===== src/rtl/dma_pkg.sv =====
// Shared DMA datapath definitions: skid_buffer default width and level-width helper.
package dma_pkg;

    localparam int unsigned SKID_DATA_W_DEF = 32;

    // Bits needed to hold a count in 0..n inclusive.
    function automatic int unsigned clog2_p1(input int unsigned n);
        return $clog2(n + 1);
    endfunction

endpackage


===== src/rtl/skid_buffer.sv =====
// One-entry skid buffer: combinational pass-through while empty, holds one word
// when downstream stalls so upstream ready comes straight from a register.
module skid_buffer
    import dma_pkg::*;
#(
    parameter int unsigned DATA_WIDTH = SKID_DATA_W_DEF
) (
    input  logic                  clk,
    input  logic                  areset,
    input  logic                  i_s_valid,
    output logic                  o_s_ready,
    input  logic [DATA_WIDTH-1:0] i_s_data,
    output logic                  o_m_valid,
    input  logic                  i_m_ready,
    output logic [DATA_WIDTH-1:0] o_m_data
);

    logic                  hold_valid;
    logic [DATA_WIDTH-1:0] hold_data;

    // Capture only when a word is accepted while downstream is stalled.
    always_ff @(posedge clk) begin
        if (areset) begin
            hold_valid <= 1'b0;
            hold_data  <= '0;
        end else if (i_s_valid && !hold_valid && !i_m_ready) begin
            hold_valid <= 1'b1;
            hold_data  <= i_s_data;
        end else if (hold_valid && i_m_ready) begin
            hold_valid <= 1'b0;
        end
    end

    assign o_s_ready = ~hold_valid;
    assign o_m_valid = hold_valid | i_s_valid;
    assign o_m_data  = hold_valid ? hold_data : i_s_data;

endmodule


===== src/rtl/sync_fifo_lvl.sv =====
// Synchronous valid/ready FIFO of arbitrary depth with occupancy level, almost
// flags, synchronous flush and optional skid stages on either side.
module sync_fifo_lvl
    import dma_pkg::*;
#(
    parameter  int unsigned FIFO_S_REG = 1,
    parameter  int unsigned FIFO_M_REG = 1,
    parameter  int unsigned FIFO_W     = 32,
    parameter  int unsigned FIFO_D     = 6,
    parameter  int unsigned AF_THRESH  = 4,
    parameter  int unsigned AE_THRESH  = 1,
    localparam int unsigned LVL_BW     = clog2_p1(FIFO_D)
) (
    input  logic              clk,
    input  logic              areset,
    input  logic              i_flush,
    input  logic              i_s_valid,
    output logic              o_s_ready,
    input  logic [FIFO_W-1:0] i_s_data,
    output logic              o_m_valid,
    input  logic              i_m_ready,
    output logic [FIFO_W-1:0] o_m_data,
    output logic [LVL_BW-1:0] o_level,
    output logic              o_empty,
    output logic              o_full,
    output logic              o_almost_full,
    output logic              o_almost_empty
);

    localparam int unsigned PTR_W = $clog2(FIFO_D);

    logic              skid_rst;
    logic              s_valid_g;
    logic              s_ready_raw;
    logic              m_ready_g;
    logic              m_valid_raw;
    logic              core_w_valid;
    logic              core_w_ready;
    logic [FIFO_W-1:0] core_w_data;
    logic              core_r_valid;
    logic              core_r_ready;
    logic [FIFO_W-1:0] core_r_data;
    logic              wr_en;
    logic              rd_en;
    logic [PTR_W-1:0]  wr_ptr;
    logic [PTR_W-1:0]  rd_ptr;
    logic [LVL_BW-1:0] count;
    logic [FIFO_W-1:0] mem [FIFO_D];

    // Flush blocks every handshake in its cycle and empties the skid stages at the edge.
    assign skid_rst  = areset | i_flush;
    assign s_valid_g = i_s_valid & ~i_flush;
    assign m_ready_g = i_m_ready & ~i_flush;
    assign o_s_ready = s_ready_raw & ~i_flush;
    assign o_m_valid = m_valid_raw & ~i_flush;

    generate
        if (FIFO_S_REG != 0) begin : g_s_skid
            skid_buffer #(.DATA_WIDTH(FIFO_W)) u0_skid_buffer (
                .clk       (clk),
                .areset    (skid_rst),
                .i_s_valid (s_valid_g),
                .o_s_ready (s_ready_raw),
                .i_s_data  (i_s_data),
                .o_m_valid (core_w_valid),
                .i_m_ready (core_w_ready),
                .o_m_data  (core_w_data)
            );
        end else begin : g_s_direct
            assign core_w_valid = s_valid_g;
            assign s_ready_raw  = core_w_ready;
            assign core_w_data  = i_s_data;
        end

        if (FIFO_M_REG != 0) begin : g_m_skid
            skid_buffer #(.DATA_WIDTH(FIFO_W)) u1_skid_buffer (
                .clk       (clk),
                .areset    (skid_rst),
                .i_s_valid (core_r_valid),
                .o_s_ready (core_r_ready),
                .i_s_data  (core_r_data),
                .o_m_valid (m_valid_raw),
                .i_m_ready (m_ready_g),
                .o_m_data  (o_m_data)
            );
        end else begin : g_m_direct
            assign m_valid_raw  = core_r_valid;
            assign core_r_ready = m_ready_g;
            assign o_m_data     = core_r_data;
        end
    endgenerate

    function automatic logic [PTR_W-1:0] ptr_inc(input logic [PTR_W-1:0] p);
        return (p == PTR_W'(FIFO_D - 1)) ? '0 : p + PTR_W'(1);
    endfunction

    assign core_w_ready = ~o_full;
    assign core_r_valid = ~o_empty;
    assign core_r_data  = mem[rd_ptr];
    assign wr_en        = core_w_valid & core_w_ready & ~i_flush;
    assign rd_en        = core_r_valid & core_r_ready & ~i_flush;

    always_ff @(posedge clk) begin
        if (areset || i_flush) begin
            wr_ptr <= '0;
            rd_ptr <= '0;
            count  <= '0;
        end else begin
            if (wr_en) wr_ptr <= ptr_inc(wr_ptr);
            if (rd_en) rd_ptr <= ptr_inc(rd_ptr);
            case ({wr_en, rd_en})
                2'b10:   count <= count + LVL_BW'(1);
                2'b01:   count <= count - LVL_BW'(1);
                default: count <= count;
            endcase
        end
    end

    // Storage survives a flush; only reset clears it.
    always_ff @(posedge clk) begin
        if (areset) begin
            for (int unsigned i = 0; i < FIFO_D; i++) mem[i] <= '0;
        end else if (wr_en) begin
            mem[wr_ptr] <= core_w_data;
        end
    end

    assign o_level        = count;
    assign o_empty        = (count == '0);
    assign o_full         = (count == LVL_BW'(FIFO_D));
    assign o_almost_full  = (count >= LVL_BW'(AF_THRESH));
    assign o_almost_empty = (count <= LVL_BW'(AE_THRESH));

    a_count_bounds: assert property (@(posedge clk) disable iff (areset)
        (count <= LVL_BW'(FIFO_D)) && !(rd_en && o_empty) && !(wr_en && o_full))
        else $error("sync_fifo_lvl count out of range");

endmodule


===== config.mk =====
export PLATFORM = sky130hd
export DESIGN_NAME = sync_fifo_lvl
export DESIGN_NICKNAME = d
export VERILOG_FILES = /design/src/rtl/dma_pkg.sv /design/src/rtl/skid_buffer.sv /design/src/rtl/sync_fifo_lvl.sv
export SDC_FILE = /design/constraint.sdc
export NUM_CORES = 1
export LEC_CHECK = 0
export ABC_AREA = 0
export BUFFER_PORTS_ARGS = -buffer_cell sky130_fd_sc_hd__buf_2
export CAP_MARGIN = 20
export CORE_MARGIN = 2
export CORE_UTILIZATION = 39
export CTS_CLUSTER_SIZE = 16
export DETAILED_ROUTE_END_ITERATION = 6
export GPL_ROUTABILITY_DRIVEN = 0
export HOLD_SLACK_MARGIN = 0.06
export SYNTH_ARGS = -nofsm -noshare
export SYNTH_HDL_FRONTEND = slang
export SYNTH_SLANG_ARGS = --single-unit

===== constraint.sdc =====
create_clock -name clk -period 4.9 [get_ports clk]
set_input_delay 0 -clock clk [delete_from_list [all_inputs] [get_ports clk]]
set_output_delay 0 -clock clk [all_outputs]
set_load 0.01 [all_outputs]

==> impl_metrics.tcl <==
set metrics [dict create \
    htree_levels 2 \
    slew_headroom_pct 29.7 \
    r2r_cells 7 \
    synthTopCellsByArea "edfxtp_1 54%, dfxtp_1 11%, mux4_2 10%" \
    finalHoldViolCount 0 \
    cp_top_family "flip-flops" \
    cts_buffers 37 \
    synth_flop_cell "edfxtp_1" \
    fmax_ghz 0.323 \
    dieArea_um2 37800 \
    skew_ns 0.0111 \
    finalWirelength_mm 34.2 \
    dr.pass1.iters 7 \
    die_h_um 194 \
    grt_pass1_vias 8930 \
    slew_viol_final 0 \
    postSynthCellCount 1011 \
    max_cap_violations 0 \
    grt_first_pass_wirelength_mm 53.5 \
    dpl_worst_slack_ns 2.12 \
    drtIter0Drc 824 \
    start_util_pct 39.7 \
    die_w_um 194 \
    via_per_inst 5.50 \
    synth_top_area_share_pct 54.4 \
    areaGrowthSynthToFinish_pct 16.3 \
    synth_largest_area_cell "edfxtp_1" \
    path_max_fanout 38 \
    post-route-drc-count 1 \
    hold_path_class "in2reg" \
    cpPeakStageDelay_ns 0.91 \
    syn_avg_cell_area_um2 14.0 \
    cts_tree "done" \
    setup_tns_ns 0 \
    cts.sinks 334 \
    ys_async_sr_fraction_pct 0 \
    start_kind "register" \
    cts_setup_buffers 0 \
    failed_checks "DRC" \
    coreArea_um2 35700 \
    rrSetupSlack_ns 2.10 \
    path_buf_inv 2 \
    period_minus_slack_ns 3.10 \
    crit_type "reg2out" \
    wire_per_inst_um 21.5 \
    hold_buffers 35 \
    arrival_ns 3.10 \
    portBuffers 77 \
    ys_ff_latch 334 \
    max_slew.worst_pin.slew_ns 1.05 \
    final_nets 1145 \
    grt_max_degree 70 \
    clockRootBuffer "clkbuf_16" \
    synth_nets 1054 \
    num_io_pins 78 \
    crit_path_cell_trace "buf_4 > mux4_2 > mux2i_1 > o21ai_1 > buf_2" \
    hpwlAfterDp_mm 19.8 \
    finalSetupViolCount 0 \
    antennaDiodeCount 0 \
    overflow 0 \
    final_cells 1592 \
    fin_crit_sh_pct 63.2 \
    antenna_found_initial 0 \
    crit_end "o_m_data[5]" \
    place_area_um2 14900 \
    final_layout_size_suffix_gt1_share_pct 20.8 \
    clk_pin_slew_ns 0.06 \
    outcome "finished with violations" \
    yosysSeqAreaShare_pct 65.4 \
    synth.distinct_cells 39 \
    synth-edff-count 256 \
    reg2reg_to "mem[0][30]$_SDFFCE_PN0P_" \
    rsz0062_at_grt "no" \
    std_cell_rows 69 \
    antenna_left 0 \
    clk_path_buf_depth 3 \
    grt_use_total_pct 18.5 \
    ctsResizeCount 0 \
    synthTopCellsByCount "256 x edfxtp_1, 140 x nor2_1, 78 x dfxtp_1" \
    power_leakage_uw 0.00540 \
    irDropWorstVdd_mv 0.259 \
    cp.depth 5 \
    cp-end-kind "output port" \
    r2r_start "o_level[0]$_SDFFE_PP0P_" \
    dpl.cell_count 1489 \
    insertion_delay_ns 0.51 \
    vias 8753 \
    crit_slowest_cell "dfxtp_2" \
    synth_area_um2 14100 \
    final_area_um2 16400 \
    yosys_warnings 0 \
    critPathRequiredTime_ns 4.90 \
    yosysMostFrequentCell "edfxtp_1" \
    power_density_nw_per_um2 376 \
    setup_slack_ns 1.80 \
]
-- routing by layer --
metal  vias to the layer above  wire length (um)  track usage [%]
met4                         0               587             4.27
met5                         -                 0                0
met3                        44              1910             2.22
met1                      4403             15700             27.0
met2                       280             16000             29.8
li1                       4026                 -                -
-- metrics by stage --
stage	util [%]	hold slack (ns)	total power [uW]
floorplan	-	0.0793	3400
global placement	41.8	0.188	3540
detailed placement	41.8	0.188	3540
CTS	46.1	0.0944	6240
global route	46.1	0.152	6380
finish	46.1	0.115	6190
-- power breakdown --
group	switching (uW)	total [uW]	internal, uW	leakage [uW]
clock network	1100	2690	1590	0.000583
registers	30.5	3150	3120	0.00315
logic	225	353	129	0.00167
-- flip-flops by register name (all words and copies together) (netlist names), named ones only --
signal,flops
mem,256
g_m_skid.u1_skid_buffer.hold_valid,1
g_s_skid.u0_skid_buffer.hold_data,32
g_s_skid.u0_skid_buffer.hold_valid,1
g_m_skid.u1_skid_buffer.hold_data,32
o_level,3
wr_ptr,3
rd_ptr,3
-- layout by cell type, fill, tap and decap left out, drive strengths merged, types with 17 or more instances in the layout --
cell         count
clkbuf          47
nand2           34
edfxtp         256
mux2i           65
clkinv          17
nand3           33
o21ai           67
nor2           140
dlygate4sd3     35
o2bb2ai         33
dfxtp           78
buf            100
a21oi           40
nor3            66
mux4            64
-- worst min path at each step --
stage / start / endpoint / slack, ns / cells after the start
after detailed placement: i_m_ready / g_m_skid.u1_skid_buffer.hold_valid$_SDFFE_PP0P_ / 0.19 / 2
after global routing: i_s_valid / g_s_skid.u0_skid_buffer.hold_data[6]$_SDFFE_PP0P_ / 0.15 / 3
after floorplan: i_m_ready / g_m_skid.u1_skid_buffer.hold_valid$_SDFFE_PP0P_ / 0.08 / 1
after CTS: i_s_valid / g_s_skid.u0_skid_buffer.hold_data[31]$_SDFFE_PP0P_ / 0.09 / 3
after global placement: i_m_ready / g_m_skid.u1_skid_buffer.hold_valid$_SDFFE_PP0P_ / 0.19 / 2
final: i_s_valid / g_s_skid.u0_skid_buffer.hold_data[31]$_SDFFE_PP0P_ / 0.11 / 3
-- cells by family after synthesis --
kind of cell	Yosys count	synth area share, %
flip-flops	334	65.4
buffers and inverters	91	3.13
adder cells (fa/ha/maj)	6	0.531
XOR/XNOR	2	0.124
multiplexers	129	14.8
AND/OR/NAND/NOR	300	9.44
AO/OA/AOI/OAI	149	6.57
-- area by class of cell --
cell class	instances	area (um2)
multi-input combinational	586	4490
fill	3179	19200
timing repair buffer	135	908
clock buffer	47	1030
sequential	334	9260
clock inverter	21	155
tap	461	577
inverter	8	30.0
-- worst reg2reg max path, stage by stage (launching register included) --
cell	delay [ns]
dfxtp_1	0.41
inv_1	0.12
ha_1	0.30
a2bb2oi_4	0.22
nand4_1	0.11
buf_4	0.30
nand2b_1	0.53
buf_4	0.47
(Power assumes the default switching activity.)
